## config.mk

```make
export PLATFORM = sky130hd
export DESIGN_NAME = multivar_sched_writer
export DESIGN_NICKNAME = d
export VERILOG_FILES = /design/src/rtl/multivar_pkg.sv /design/src/rtl/multivar_cmd_fifo.sv /design/src/rtl/multivar_sched_writer.sv
export SDC_FILE = /design/constraint.sdc
export NUM_CORES = 1
export LEC_CHECK = 0
export BUFFER_PORTS_ARGS = -buffer_cell sky130_fd_sc_hd__buf_2
export CAP_MARGIN = 20
export CELL_PAD_IN_SITES_DETAIL_PLACEMENT = 1
export CELL_PAD_IN_SITES_GLOBAL_PLACEMENT = 2
export CORE_ASPECT_RATIO = 0.7
export CORE_MARGIN = 2
export CORE_UTILIZATION = 39
export CTS_CLUSTER_DIAMETER = 100
export CTS_CLUSTER_SIZE = 30
export DETAILED_ROUTE_END_ITERATION = 8
export PLACE_DENSITY_LB_ADDON = 0.1
export SYNTH_ARGS = -nofsm -noshare
export SYNTH_HDL_FRONTEND = slang
export SYNTH_SLANG_ARGS = --single-unit
export TNS_END_PERCENT = 5
```

## constraint.sdc

```tcl
create_clock -name clk -period 2.9 [get_ports clk]
set_input_delay 0.435 -clock clk [delete_from_list [all_inputs] [get_ports clk]]
set_output_delay 0.435 -clock clk [all_outputs]
set_load 0.005 [all_outputs]
```

## src/rtl/multivar_pkg.sv

```systemverilog
// Shared types for the timed multi-variable writer: target select, FSM state
// and the buffered command record.
package multivar_pkg;

    localparam int MV_DW    = 32;
    localparam int MV_DLY_W = 8;

    typedef enum logic [1:0] {
        SEL_A    = 2'd0,
        SEL_B    = 2'd1,
        SEL_C    = 2'd2,
        SEL_RSVD = 2'd3
    } var_sel_e;

    typedef enum logic {
        ST_IDLE = 1'b0,
        ST_WAIT = 1'b1
    } wr_state_e;

    typedef struct packed {
        logic [MV_DLY_W-1:0] delay;
        var_sel_e            sel;
        logic [MV_DW-1:0]    value;
    } wr_cmd_t;

endpackage

```

## src/rtl/multivar_cmd_fifo.sv

```systemverilog
// Synchronous command FIFO of wr_cmd_t. Pointers carry one extra wrap bit so
// that full and empty can be told apart without a separate counter.
module multivar_cmd_fifo
    import multivar_pkg::*;
#(
    parameter int DEPTH = 4
) (
    input  logic    clk,
    input  logic    rst,
    input  logic    push,
    input  wr_cmd_t din,
    input  logic    pop,
    output wr_cmd_t head,
    output logic    full,
    output logic    empty
);

    localparam int AW = $clog2(DEPTH);

    logic [AW:0] r_wr_ptr;
    logic [AW:0] r_rd_ptr;
    wr_cmd_t     r_mem [DEPTH];

    assign empty = (r_wr_ptr == r_rd_ptr);
    assign full  = (r_wr_ptr[AW] != r_rd_ptr[AW]) &&
                   (r_wr_ptr[AW-1:0] == r_rd_ptr[AW-1:0]);
    assign head  = r_mem[r_rd_ptr[AW-1:0]];

    // Storage and pointer update; push is ignored when full, pop when empty.
    always_ff @(posedge clk) begin
        if (rst) begin
            r_wr_ptr <= {(AW+1){1'b0}};
            r_rd_ptr <= {(AW+1){1'b0}};
            for (int i = 0; i < DEPTH; i++) begin
                r_mem[i] <= '0;
            end
        end else begin
            if (push && !full) begin
                r_mem[r_wr_ptr[AW-1:0]] <= din;
                r_wr_ptr <= r_wr_ptr + {{AW{1'b0}}, 1'b1};
            end else begin
                r_wr_ptr <= r_wr_ptr;
            end
            if (pop && !empty) begin
                r_rd_ptr <= r_rd_ptr + {{AW{1'b0}}, 1'b1};
            end else begin
                r_rd_ptr <= r_rd_ptr;
            end
        end
    end

endmodule

```

## src/rtl/multivar_sched_writer.sv

```systemverilog
// Timed writer: buffers (delay, target, value) commands and applies each to
// var_a/b/c after its programmed idle cycles, relative to the previous write.
module multivar_sched_writer
    import multivar_pkg::*;
#(
    parameter int DEPTH = 4,
    parameter int DW    = MV_DW,
    parameter int DLY_W = MV_DLY_W
) (
    input  logic             clk,
    input  logic             rst,
    input  logic             cmd_valid,
    output logic             cmd_ready,
    input  logic [DLY_W-1:0] cmd_delay,
    input  logic [1:0]       cmd_sel,
    input  logic [DW-1:0]    cmd_value,
    output logic [DW-1:0]    var_a,
    output logic [DW-1:0]    var_b,
    output logic [DW-1:0]    var_c,
    output logic             wr_strobe,
    output logic [1:0]       wr_sel,
    output logic             err_sel,
    output logic             busy
);

    wr_state_e        r_state;
    wr_state_e        w_state_nxt;
    logic [DLY_W-1:0] r_cnt;
    var_sel_e         r_sel;
    logic [DW-1:0]    r_value;
    logic [DW-1:0]    r_var_a;
    logic [DW-1:0]    r_var_b;
    logic [DW-1:0]    r_var_c;
    logic             r_wr_strobe;
    var_sel_e         r_wr_sel;
    logic             r_err_sel;

    logic    w_full;
    logic    w_empty;
    logic    w_push;
    logic    w_pop;
    logic    w_load;
    logic    w_dec;
    logic    w_retire;
    wr_cmd_t w_din;
    wr_cmd_t w_head;

    assign w_push    = cmd_valid && !w_full;
    assign w_din     = '{delay: cmd_delay, sel: var_sel_e'(cmd_sel), value: cmd_value};
    assign cmd_ready = !w_full;
    assign busy      = !w_empty || (r_state != ST_IDLE);

    multivar_cmd_fifo #(
        .DEPTH (DEPTH)
    ) u_fifo (
        .clk   (clk),
        .rst   (rst),
        .push  (w_push),
        .din   (w_din),
        .pop   (w_pop),
        .head  (w_head),
        .full  (w_full),
        .empty (w_empty)
    );

    // Next-state and control decode.
    always_comb begin
        w_state_nxt = r_state;
        w_pop       = 1'b0;
        w_load      = 1'b0;
        w_dec       = 1'b0;
        w_retire    = 1'b0;
        case (r_state)
            ST_IDLE: begin
                if (!w_empty) begin
                    w_pop       = 1'b1;
                    w_load      = 1'b1;
                    w_state_nxt = ST_WAIT;
                end else begin
                    w_state_nxt = ST_IDLE;
                end
            end
            ST_WAIT: begin
                if (r_cnt != {DLY_W{1'b0}}) begin
                    w_dec = 1'b1;
                end else begin
                    // Retire and, if possible, chain straight into the next entry.
                    w_retire = 1'b1;
                    if (!w_empty) begin
                        w_pop       = 1'b1;
                        w_load      = 1'b1;
                        w_state_nxt = ST_WAIT;
                    end else begin
                        w_state_nxt = ST_IDLE;
                    end
                end
            end
            default: begin
                w_state_nxt = ST_IDLE;
            end
        endcase
    end

    // State, working entry and delay counter.
    always_ff @(posedge clk) begin
        if (rst) begin
            r_state <= ST_IDLE;
            r_cnt   <= {DLY_W{1'b0}};
            r_sel   <= SEL_A;
            r_value <= {DW{1'b0}};
        end else begin
            r_state <= w_state_nxt;
            if (w_load) begin
                r_cnt   <= w_head.delay;
                r_sel   <= w_head.sel;
                r_value <= w_head.value;
            end else if (w_dec) begin
                r_cnt <= r_cnt - {{(DLY_W-1){1'b0}}, 1'b1};
            end else begin
                r_cnt <= r_cnt;
            end
        end
    end

    // Variable registers and one-cycle write/error indications.
    always_ff @(posedge clk) begin
        if (rst) begin
            r_var_a     <= {DW{1'b0}};
            r_var_b     <= {DW{1'b0}};
            r_var_c     <= {DW{1'b0}};
            r_wr_strobe <= 1'b0;
            r_wr_sel    <= SEL_A;
            r_err_sel   <= 1'b0;
        end else begin
            r_wr_strobe <= w_retire && (r_sel != SEL_RSVD);
            r_err_sel   <= w_retire && (r_sel == SEL_RSVD);
            if (w_retire && (r_sel != SEL_RSVD)) begin
                r_wr_sel <= r_sel;
            end else begin
                r_wr_sel <= r_wr_sel;
            end
            if (w_retire) begin
                case (r_sel)
                    SEL_A:   r_var_a <= r_value;
                    SEL_B:   r_var_b <= r_value;
                    SEL_C:   r_var_c <= r_value;
                    default: r_var_a <= r_var_a;
                endcase
            end else begin
                r_var_a <= r_var_a;
            end
        end
    end

    assign var_a     = r_var_a;
    assign var_b     = r_var_b;
    assign var_c     = r_var_c;
    assign wr_strobe = r_wr_strobe;
    assign wr_sel    = r_wr_sel;
    assign err_sel   = r_err_sel;

endmodule

```

==> impl_metrics.py <==
metrics = {
    "grt": {
        "grt_pass1_vias": 8412,
        "globalRouteOverflowTotal": 0,
        "grt_use_total_pct": 19.4,
        "wire_length_of_the_first_global_routing_pass_um": 52000,
        "antenna_found_initial": 0,
        "maximum_number_of_pins_on_one_net_before_global_route_repair": 138,
    },
    "clock_network": {
        "cts_repair_resize_count": 0,
        "cts_inserted_buffers": 14,
        "worst_skew_pair_latency_ns": 0.51,
        "cts.sinks": 319,
        "tritoncts": "yes",
        "htree_num_levels": 1,
        "cts.clk_slew.worst_paths_ns": 0.12,
        "holdBufCountCts": 0,
        "max_buffers_root_to_sink": 3,
        "ctsRootBufferMaster": "sky130_fd_sc_hd__clkbuf_16",
        "post-cts-setup-buffers": 0,
    },
    "power_and_ir_drop": {
        "internal_power_uw": 7240,
        "seq_power_share_pct": 53.4,
        "ir_worst_vdd_mv": 0.468,
        "netSwitchingPower_uw": 3490,
        "p_per_area_nw_per_um2": 743,
        "power.share.combinational_pct": 24.5,
        "p_clk_share_pct": 22.2,
        "power_leakage_uw": 0.00535,
        "power.switching_fraction_pct": 32.5,
    },
    "timing": {
        "final-setup-viol-count": 0,
        "clock-skew-final_ns": 0.0205,
        "final.setup.tns_ns": 0,
        "rsz0062_at_grt": "false",
        "layout_setup_ws_ns": 0.530,
        "finalCritPeriodShare_pct": 81.7,
        "report.final.slew_viol_count": 0,
        "maxClockFrequency_mhz": 422,
        "slew_headroom_pct": 54.4,
        "worst_slew_pin_slew_ns": 0.684,
        "hold_violations": 0,
        "min_period_ns": 2.37,
    },
    "place": {
        "dp_hpwl_um": 22500,
        "place_congestion": 0.743,
        "io_buffer_count": 146,
        "dpl_ws_ns": 0.570,
        "instance_count_after_placement_with_tap_cells_included": 1628,
    },
    "floorplanning": {
        "floorplan.initialDensity_pct": 39.7,
        "dieArea_um2": 34500,
        "die_width_um": 221,
        "floorplan.io_pins": 147,
        "fp.dieH_um": 156,
        "core_region_area_um2": 32400,
        "std_cell_rows": 55,
    },
    "outcome": {
        "status": "finished, final reports clean",
    },
    "worst_setup_path": {
        "path_max_fanout": 32,
        "worstSetupEndpointType": "flop",
        "setup_crit_path_kind": "reg2reg",
        "timing.critical_path.from_type": "flop",
        "required_ns": 3.26,
        "worst_ep_arrival_time_ns": 2.73,
    },
    "detailed_routing": {
        "viasPerCell": 5.07,
        "vias": 8366,
        "drt_iter0_markers": 626,
        "detail_route.first_pass.iterations": 4,
        "wirelength_um": 33600,
        "wl_per_cell_um": 20.4,
        "antenna_left": 0,
        "remaining_drc_errors": 0,
    },
    "flow_run": {
        "max_cap_violations": 0,
    },
    "layout": {
        "area_growth_syn_to_layout_pct": 12.3,
        "n_fill_cell": 3475,
        "fin_util_pct": 44.6,
        "n_antenna_cell": 0,
        "num-nets-final": 1265,
        "drive_gt1_share_pct": 21.8,
        "final_cells": 1650,
    },
    "logic_synthesis": {
        "syn-cell-area_um2": 12900,
        "number_of_register_bits_inferred_by_synthesis": 319,
        "synth_largest_type_area_fraction_pct": 39.2,
        "post_synth_num_cell_types": 52,
        "postSynth.topFlopCell": "sky130_fd_sc_hd__edfxtp_1",
        "synth_area_leaders": "sky130_fd_sc_hd__edfxtp_1 (39%), sky130_fd_sc_hd__dfxtp_1 (23%), sky130_fd_sc_hd__and2_1 (8.2%), sky130_fd_sc_hd__nand2_1 (7.7%), sky130_fd_sc_hd__mux4_2 (7.4%)",
        "syn_avg_cell_area_um2": 11.6,
        "post_synth_edffs": 168,
        "synth.net_count": 1155,
        "synth-async-reset-ratio_pct": 0,
        "yosys.area.top_type": "sky130_fd_sc_hd__edfxtp_1",
        "synthesis.yosys.warnings": 0,
        "synth_common_cells": "sky130_fd_sc_hd__nand2_1 (264), sky130_fd_sc_hd__and2_1 (169), sky130_fd_sc_hd__edfxtp_1 (168)",
        "seq_area_frac_synth_pct": 62.7,
        "yosysMostFrequentCell": "sky130_fd_sc_hd__nand2_1",
        "postSynthCellCount": 1107,
    },
    "worst_hold_path": {
        "hold_path_class": "in2reg",
    },
}
worst paths after layout:
kind / start / slack [ns] / endpoint / cells past startpoint
setup / recovery: r_cnt[2] / 0.53 / var_b[5] / 6
hold / removal: cmd_value[9] / 0.24 / u_fifo.r_mem[0][9] / 2
setup reg to reg: r_cnt[2] / 0.53 / var_b[5] / 6
hold reg to reg: var_a[7] / 0.46 / var_a[7] / 2
critical path, cell delays in order, from the launching register on:
cell	delay, ns
sky130_fd_sc_hd__dfxtp_1	0.40
sky130_fd_sc_hd__nor4_2	0.47
sky130_fd_sc_hd__nand4_1	0.41
sky130_fd_sc_hd__or3b_1	0.48
sky130_fd_sc_hd__buf_4	0.25
sky130_fd_sc_hd__nand2_1	0.12
sky130_fd_sc_hd__a21oi_1	0.06
sequential cells by signal, summed over array words and instances (netlist names), named ones only:
register         count
r_value             32
wr_sel               2
u_fifo.r_mem       168
r_cnt                8
r_state              1
u_fifo.r_wr_ptr      3
var_a               32
var_b               32
err_sel              1
var_c               32
wr_strobe            1
u_fifo.r_rd_ptr      3
r_sel                2
per-stage QoR:
stage | total power (uW) | cell area, um^2 | hold WS [ns]
4_1_cts | 10900 | 14400 | 0.230
6_report | 10700 | 14400 | 0.238
3_5_place_dp | 8510 | 14000 | 0.442
3_3_place_gp | 8470 | 14000 | 0.438
5_1_grt | 11300 | 14400 | 0.239
2_1_floorplan | 7490 | 12900 | 0.448
routing by layer:
layer / part of all wire, % / vias to the layer above / global-route usage [%]
li1: - / 4002 / -
met5: 0 / - / 0
met3: 3.4 / 21 / 2.07
met1: 54 / 4195 / 31.2
met2: 42 / 148 / 28.6
met4: 1.1 / 0 / 2.68
cells in the final DEF, fill, tap and decap left out, types with 6 or more instances in the layout:
cell type and n:
sky130_fd_sc_hd__and2_1 169, sky130_fd_sc_hd__a21oi_1 127, sky130_fd_sc_hd__clkbuf_16 15, sky130_fd_sc_hd__nor3_1 6
sky130_fd_sc_hd__dfxtp_1 149, sky130_fd_sc_hd__a21oi_2 10, sky130_fd_sc_hd__nand2_1 264, sky130_fd_sc_hd__nand2_2 10
sky130_fd_sc_hd__edfxtp_1 168, sky130_fd_sc_hd__buf_2 145, sky130_fd_sc_hd__nand3_1 7, sky130_fd_sc_hd__nor2_1 16
sky130_fd_sc_hd__mux4_2 42, sky130_fd_sc_hd__buf_4 23
power by group through the flow:
stage                     registers, uW  logic [uW]  clock network [uW]
after floorplan                    5520        1970                   0
after global placement             5820        2650                   0
after detailed placement           5840        2670                   0
after CTS                          5740        2680                2450
after global routing               5800        2920                2590
final                              5730        2630                2380
logic make-up (layout without fill, tap and decap cells):
group,Yosys count,count (layout),share of synthesized area [%]
simple gates,496,496,19.1
xor+xnor,8,8,0.545
flops,319,319,62.7
mux,43,43,7.43
buf+inv,84,200,3.10
compound gates,154,154,6.82
fa+ha+maj,3,3,0.292
final cells by class:
class                      instances  area, um^2  area share [%]
multi-input combinational        704        4410            30.6
clock buffer                      20         394            2.73
clock inverter                     2        16.3           0.113
timing repair buffer             173         998            6.91
inverter                           5        18.8           0.130
tap                              427         534            3.70
sequential                       319        8070            55.9
(Power assumes the default switching activity.)
